### config.mk
export PLATFORM = sky130hd
export DESIGN_NAME = s208_rate_monitor
export DESIGN_NICKNAME = d
export VERILOG_FILES = /design/src/rtl/s208_rate_monitor_pkg.sv /design/src/rtl/s208_rate_monitor_sample.sv /design/src/rtl/s208_rate_monitor.sv
export SDC_FILE = /design/constraint.sdc
export NUM_CORES = 1
export LEC_CHECK = 0
export CORE_MARGIN = 2
export CORE_UTILIZATION = 59
export DETAILED_ROUTE_END_ITERATION = 12
export PLACE_DENSITY = 0.85
export REMOVE_ABC_BUFFERS = 1
export SLEW_MARGIN = 20
export SYNTH_ARGS = -nofsm -noshare
export SYNTH_HDL_FRONTEND = slang
export SYNTH_SLANG_ARGS = --single-unit
### constraint.sdc
create_clock -name blif_clk_net -period 2.9 [get_ports blif_clk_net]
set_clock_uncertainty 0.1 [all_clocks]
set_input_delay 0.87 -clock blif_clk_net [delete_from_list [all_inputs] [get_ports blif_clk_net]]
set_output_delay 0.87 -clock blif_clk_net [all_outputs]
set_load 0.005 [all_outputs]
### src/rtl/s208_rate_monitor_pkg.sv
// s208_rate_monitor_pkg: shared state encoding, default widths and saturating increment
// Contents: state_t (IDLE, ARM, COUNT, HOLD), CNT_W_DEF, WIN_W_DEF, sat_inc()
package s208_rate_monitor_pkg;

    localparam int CNT_W_DEF = 16;
    localparam int WIN_W_DEF = 16;

    typedef enum logic [1:0] {IDLE, ARM, COUNT, HOLD} state_t;

    // Increments v and sticks at the all-ones value of a w-bit counter (w <= 32).
    function automatic logic [31:0] sat_inc(input logic [31:0] v, input int unsigned w);
        logic [31:0] m;
        m = (w >= 32) ? 32'hffff_ffff : ((32'd1 << w) - 32'd1);
        return (v >= m) ? m : v + 32'd1;
    endfunction

endpackage

### src/rtl/s208_rate_monitor_sample.sv
// s208_rate_monitor_sample: registers P_0/Z and produces the qualified Z event
// Ports: blif_clk_net, blif_reset_net (async, active-low), P_0, Z, clr (flush edge history),
//        p_q (registered enable), evt (qualified event).
// Z_EDGE_EN defined: evt is a rising edge of z_q; undefined: evt is the z_q level.
module s208_rate_monitor_sample (
    input  logic blif_clk_net,
    input  logic blif_reset_net,
    input  logic P_0,
    input  logic Z,
    input  logic clr,
    output logic p_q,
    output logic evt
);

    logic z_q;

    always_ff @(posedge blif_clk_net or negedge blif_reset_net) begin
        if (!blif_reset_net) begin
            p_q <= 1'b0;
            z_q <= 1'b0;
        end else begin
            p_q <= P_0;
            z_q <= Z;
        end
    end

`ifdef Z_EDGE_EN
    logic z_qq;

    // History is cleared while arming so a Z level left over from the
    // previous window cannot suppress or fake the first edge.
    always_ff @(posedge blif_clk_net or negedge blif_reset_net) begin
        if (!blif_reset_net) z_qq <= 1'b0;
        else                 z_qq <= clr ? 1'b0 : z_q;
    end

    assign evt = p_q & z_q & ~z_qq & ~clr;
`else
    assign evt = p_q & z_q & ~clr;
`endif

endmodule

### src/rtl/s208_rate_monitor.sv
// s208_rate_monitor: counts Z events over a window of P_0 enable cycles and returns the result
// Ports: blif_clk_net, blif_reset_net (async, active-low), P_0, Z, start, abort, win_len,
//        busy, cfg_err, result_valid/result_ready handshake, result_count, result_ovf.
// Z_EDGE_EN selects rising-edge counting in the sample stage instead of level counting.
module s208_rate_monitor
    import s208_rate_monitor_pkg::*;
#(
    parameter int CNT_W = CNT_W_DEF,
    parameter int WIN_W = WIN_W_DEF
) (
    input  logic             blif_clk_net,
    input  logic             blif_reset_net,
    input  logic             P_0,
    input  logic             Z,
    input  logic             start,
    input  logic             abort,
    input  logic [WIN_W-1:0] win_len,
    output logic             busy,
    output logic             cfg_err,
    output logic             result_valid,
    input  logic             result_ready,
    output logic [CNT_W-1:0] result_count,
    output logic             result_ovf
);

    localparam logic [WIN_W-1:0] ONE_W = 1;

    state_t           state_q, state_d;
    logic             p_q, evt, accept, last, flush;
    logic [WIN_W-1:0] win_len_q, win_cnt;
    logic [CNT_W-1:0] z_cnt;
    logic             ovf;

    s208_rate_monitor_sample u_sample (
        .blif_clk_net  (blif_clk_net),
        .blif_reset_net(blif_reset_net),
        .P_0           (P_0),
        .Z             (Z),
        .clr           (state_q == ARM),
        .p_q           (p_q),
        .evt           (evt)
    );

    // abort has priority over start in IDLE.
    assign accept = state_q == IDLE && start && !abort && win_len != '0;
    assign last   = state_q == COUNT && !abort && p_q && win_cnt == win_len_q - ONE_W;
    assign flush  = accept || ((state_q == ARM || state_q == COUNT) && abort);

    always_comb begin
        state_d = state_q;
        case (state_q)
            IDLE:    state_d = accept ? ARM : IDLE;
            ARM:     state_d = abort ? IDLE : COUNT;
            COUNT:   state_d = abort ? IDLE : last ? HOLD : COUNT;
            HOLD:    state_d = result_ready ? IDLE : HOLD;
            default: state_d = IDLE;
        endcase
    end

    always_ff @(posedge blif_clk_net or negedge blif_reset_net) begin
        if (!blif_reset_net) begin
            state_q   <= IDLE;
            cfg_err   <= 1'b0;
            win_len_q <= '0;
            win_cnt   <= '0;
            z_cnt     <= '0;
            ovf       <= 1'b0;
        end else begin
            state_q <= state_d;
            cfg_err <= state_q == IDLE && start && !abort && win_len == '0;
            if (accept) win_len_q <= win_len;
            if (flush) begin
                win_cnt <= '0;
                z_cnt   <= '0;
                ovf     <= 1'b0;
            end else if (state_q == COUNT && p_q) begin
                win_cnt <= win_cnt + ONE_W;
                if (evt) begin
                    z_cnt <= CNT_W'(sat_inc(32'(z_cnt), CNT_W));
                    ovf   <= ovf | (z_cnt == '1);
                end
            end
        end
    end

    assign busy         = state_q != IDLE;
    assign result_valid = state_q == HOLD;
    assign result_count = z_cnt;
    assign result_ovf   = ovf;

endmodule

[Word level (Yosys, flattened, before mapping)]
Index checks and enable logic that the tools add are counted.
W data, S select, Z words.
Word-level totals
  flip-flop bits (word level): 54
  output and inout port bits: 20
  bits of input ports: 23
Cells by class
  order comparisons: 1
  add/sub/neg operators: 3
  bitwise logic cells: 4
  reductions and logical operators: 19
  mux-type cells: 15
  equality and inequality tests: 5
Operator list (number)
  $mux W16: 6
  $add A16 B1 Y16 const B: 2
  $eq A16 B16 Y1: 1
  $eq A16 B16 Y1 const B: 1
  $ge A16 B16 Y1 const B: 1
  $logic_not A16 Y1: 1
  $reduce_bool A16 Y1: 1
  $sub A16 B1 Y16 const B: 1
  $logic_and A1 B1 Y1: 9
  $pmux W2 S4: 1
  $mux W2: 3
  $reduce_bool A2 Y1: 3
  $mux W1: 5
  $eq A2 B2 Y1 const B: 2
  $and A1 B1 Y1: 2
  $eq A2 B1 Y1 const B: 1
  $logic_not A2 Y1: 1
  $logic_or A1 B1 Y1: 2
  $reduce_and A2 Y1: 1
  $logic_not A1 Y1: 1
  $not A1 Y1: 1
  $or A1 B1 Y1: 1

[Depth between registers and ports, before layout]
  word-level depth: 7
  depth in mapped cells: 8
  depth with buffers taken out: 8

[Cells and area by module]
Synthesis repeated with hierarchy kept, for this count alone.
Second synthesis, totals
  cell total of the unflattened synthesis: 318
  area total of the unflattened synthesis: 3075.4 um^2
Modules (own cells, without submodules)
  s208_rate_monitor: instances 1, area an instance 3016.6 um^2, cells each 315
  s208_rate_monitor_sample: instances 1, area an instance 58.8 um^2, cells each 3

[Worst setup path before layout]
Ideal clock, no wire load.
  path kind: input -> register
  from: input port win_len[14]
  to: register win_len_q[10]
  setup slack: 571 ps
  cell stages on the path: 5
  arrival time: 2105 ps
  buffers on the path: 1
  cells stage by stage: nor4_1 nand4_1 nand2_1 buf_2 mux2_2
On the way
  word-level cells in the longest chain between the ends: 2
RTL lines
  start, declared: RTL line s208_rate_monitor.sv:17  | input logic [WIN_W-1:0] win_len,
  $reduce_bool A16 Y1: RTL line s208_rate_monitor.sv:45  | assign accept = state_q == IDLE && start && !abort && win_len != '0;
  $logic_and A1 B1 Y1: RTL line s208_rate_monitor.sv:45
  end signal, assigned: RTL line s208_rate_monitor.sv:71  | if (accept) win_len_q <= win_len;
  end, declared: RTL line s208_rate_monitor.sv:30  | logic [WIN_W-1:0] win_len_q, win_cnt;
Every way passes these cells.
A chain may end at the register's enable or synchronous reset.

[Worst setup path in the final report]
  from: input port win_len[5]
  to: register z_cnt[2], in the netlist result_count[2]
On the way
  word-level cells in the longest chain between the ends: 5
  elaborated cells on any way between the ends: 7
RTL lines
  $reduce_bool A16 Y1 *: RTL line s208_rate_monitor.sv:45
  $logic_and A1 B1 Y1 *: RTL line s208_rate_monitor.sv:45
  $logic_or A1 B1 Y1 *: RTL line s208_rate_monitor.sv:47  | assign flush = accept || ((state_q == ARM || state_q == COUNT) && abort);
  $reduce_bool A2 Y1 (no source line)
  $reduce_and A2 Y1 (no source line)
  end signal, assigned: RTL line s208_rate_monitor.sv:79  | z_cnt <= CNT_W'(sat_inc(32'(z_cnt), CNT_W));
  end, declared: RTL line s208_rate_monitor.sv:31  | logic [CNT_W-1:0] z_cnt;
Every way passes the cells marked *; elsewhere a longest branch is shown, timed or not.

==> flow_summary_export.csv <==
group,metric,value,unit
clocking,clkSlewWorstSetupHoldPaths,0.09,ns
synth,synth_flop_cell,"dfrtp_1",
timing,fin_crit,2.66,ns
worst_setup_path,crit_arrival,2.77,ns
floorplanning,die_area,0.00599,mm^2
grt,grt_overflow,0,
clocking,clock_path_buffers,2,
timing,fin_crit_sh,0.917,
worst_setup_path,path_cells,"clkdlybuf4s50_1, nor4_1, nand4_1, nand2_1, nand2_1, buf_12, a311oi_1",
power_and_ir_drop,power_switching,0.466,mW
worst_setup_path,critPathMaxStageDelay,0.54,ns
timing,slew_violations,0,
floorplanning,ios,43,
routing,wl_per_cell,16.1,um
worst_setup_path,timing.critical_path.mode_cell,"nand2_1",
synth,synthesis.area,0.00318,mm^2
placement,dpl.hpwl,5230,um
floorplanning,die_height,77.4,um
routing,routed-via-count,2638,
synth,synth_seq_cells,54,
worst_setup_path,crit_type,"input pin to flip-flop",
synth,yosys_warnings,0,
timing,hold_ws,0.408,ns
cells_and_area,final_nets,400,
floorplanning,dieWidth,77.4,um
grt,grt_start_max_net_pins,55,
job,cap_violations,0,
clocking,postCtsResizedCells,0,
power_and_ir_drop,combPwrFrac,0.186,
worst_setup_path,crit_buf_inv,2,
routing,drt_iter0_drc,218,
clocking,post_cts_buffers,0,
synth,synthCells,326,
routing,drt_pass1_iterations,4,
worst_setup_path,rr_worst_depth,7,
power_and_ir_drop,pwr-share-clk,0.306,
timing,slew_headroom,0.628,
cells_and_area,layout_commonest_cell,"dfrtp_1",
synth,synth_area_per_cell,9.75,um^2
synth,synth-async-reset-ratio,1.00,
floorplanning,rows,26,
floorplanning,coreArea,0.00514,mm^2
worst_setup_path,crit_fanout,32,
clocking,ctsHoldBuffers,0,
cells_and_area,antenna_cells,0,
floorplanning,start_util,0.618,
clocking,htreeDepth,2,
worst_setup_path,crit_cells,7,
clocking,clock_sinks,54,
min_path,hold-path-cell-count,2,
synth,yosysUniqueCellTypes,55,
outcome,run_status,"finished clean",
timing,fin_tns_setup,0,ns
grt,grt_pass1_wl,12300,um
cells_and_area,layout_common_cells,"dfrtp_1 (54), nor2_1 (44), clkdlybuf4s50_1 (41)",
timing,setup_viol,0,
routing,vias_per_cell,6.01,
power_and_ir_drop,p_per_area,447,mW/mm^2
timing,rsz0062_at_grt,"false",
clocking,cts_tree,"done",
power_and_ir_drop,pwr-share-seq,0.508,
worst_setup_path,start_kind,"input pin",
synth,synth_edf_count,0,
power_and_ir_drop,p_int,1.24,mW
worst_setup_path,crit_family,"simple AND/OR/NAND/NOR gates",
worst_setup_path,end_kind,"flip-flop",
power_and_ir_drop,leakage,1.59,nW
grt,grt_pass1_vias,2625,
grt,antenna_found_initial,0,
synth,ys_seq_area_frac,0.425,
power_and_ir_drop,ir_drop,0.272,mV
grt,grt_usage,0.257,
clocking,cts_buffers,5,
timing,hold_viol,0,
placement,port_buffers,42,
timing,max_freq,376,MHz
power_and_ir_drop,p_sw_frac,0.273,
cells_and_area,drive_above_1_share,0.125,
routing,wl,7080,um
cells_and_area,num-fill-cells,378,
worst_setup_path,crit_required,3.01,ns
routing,antenna_left,0,
cells_and_area,instances_no_fill,439,
worst_setup_path,slowest_stage,"nor4_1",
timing,tightest_slew,0.553,ns
placement,routabilityCongestion,0.885,
clocking,clock_latency,0.31,ns
cells_and_area,area_growth,20.0,%
clocking,root_buffer,"clkbuf_8",
min_path,min_path_type,"flip-flop to flip-flop",
placement,placedCellCount,432,
routing,drc,0,
worst reg2reg max path, delay by kind of cell, from the launching register on:
kind                     cells  cell delay [ns]
AO/OA/AOI/OAI                4             1.10
adder cells (fa/ha/maj)      1             0.30
buffers and inverters        1             0.08
flip-flops                   1             0.43
AND/OR/NAND/NOR              1             0.33
layout make-up:
cell class	count	area, um^2	share of cell area
inverter	7	26.3	0.00689
timing repair buffer	48	498	0.131
clock inverter	1	30.0	0.00787
sequential	54	1350	0.354
multi-input combinational	253	1740	0.456
tap	70	87.6	0.0230
clock buffer	6	82.6	0.0216
routing by layer:
metal	track usage	vias to the layer above	share of wire
met5	0	-	0
met4	0.109	0	0.025
met1	0.345	1300	0.45
met3	0.0547	18	0.041
met2	0.404	63	0.48
li1	-	1257	-
power groups by stage:
stage	Sequential [mW]	Clock, mW	Combinational (mW)
floorplan	0.861	0	0.206
global placement	0.879	0	0.304
detailed placement	0.881	0	0.315
CTS	0.866	0.530	0.318
global route	0.876	0.562	0.354
finish	0.867	0.522	0.316
per-stage QoR:
step           utilization  area [um^2]  total power [mW]  setup WS [ns]
2_1_floorplan            -         3120              1.07         0.0805
3_3_place_gp         0.720         3700              1.18        0.00189
3_5_place_dp         0.720         3700              1.20        -0.0902
4_1_cts              0.742         3810              1.71          0.258
5_1_grt              0.742         3810              1.79         0.0952
6_report             0.742         3810              1.70          0.240
registers in the layout (all words and copies together) (netlist names):
signal / flops
result_count: 16
win_cnt: 16
win_len_q: 16
state_q: 2
cfg_err: 1
result_ovf: 1
u_sample.p_q: 1
u_sample.z_q: 1
cell families after synthesis:
group                    share of synthesized area
flip-flops                                   0.425
AO/OA/AOI/OAI                               0.0973
adder cells (fa/ha/maj)                     0.0315
buffers and inverters                       0.0276
XOR/XNOR                                    0.0992
AND/OR/NAND/NOR                              0.250
multiplexers                                0.0697
synth_stat cells, drive strengths merged, types with 2 or more instances:
| library cell | count | area (um^2) |
|---|---|---|
| dfrtp | 54 | 1350 |
| nor2 | 44 | 165 |
| nand2 | 27 | 101 |
| xor2 | 19 | 166 |
| mux2 | 17 | 191 |
| xnor2 | 17 | 149 |
| a21oi | 13 | 68.8 |
| nand3 | 12 | 60.1 |
| nor3 | 12 | 65.1 |
| nand4 | 10 | 77.6 |
| nor4 | 10 | 83.8 |
| clkbuf | 9 | 33.8 |
| ha | 8 | 100 |
| and3 | 7 | 48.8 |
| inv | 7 | 26.3 |
| o21ai | 5 | 25.0 |
| a211oi | 4 | 30.0 |
| a311oi | 4 | 35.0 |
| a31oi | 3 | 18.8 |
| and2 | 3 | 18.8 |
| and4b | 3 | 30.0 |
| buf | 3 | 27.5 |
| mux2i | 3 | 30.0 |
| a221oi | 2 | 17.5 |
| and4 | 2 | 17.5 |
| nand2b | 2 | 12.5 |
| nand3b | 2 | 15.0 |
| nand4b | 2 | 23.8 |
| nor4b | 2 | 17.5 |
| o211a | 2 | 20.0 |
| o22ai | 2 | 12.5 |
| or2 | 2 | 12.5 |
path summary, 6_finish.rpt:
check / start / endpoint / slack (ns)
hold / removal: result_ovf / result_ovf / 0.41
min in group asynchronous: blif_reset_net / win_cnt[6] / 0.42
max in group asynchronous: blif_reset_net / win_cnt[14] / 2.01
hold reg to reg: result_ovf / result_ovf / 0.41
setup / recovery: win_len[5] / result_count[2] / 0.24
setup reg to reg: win_len_q[0] / state_q[0] / 0.41
No activity file was read; power rests on OpenSTA's default activity.
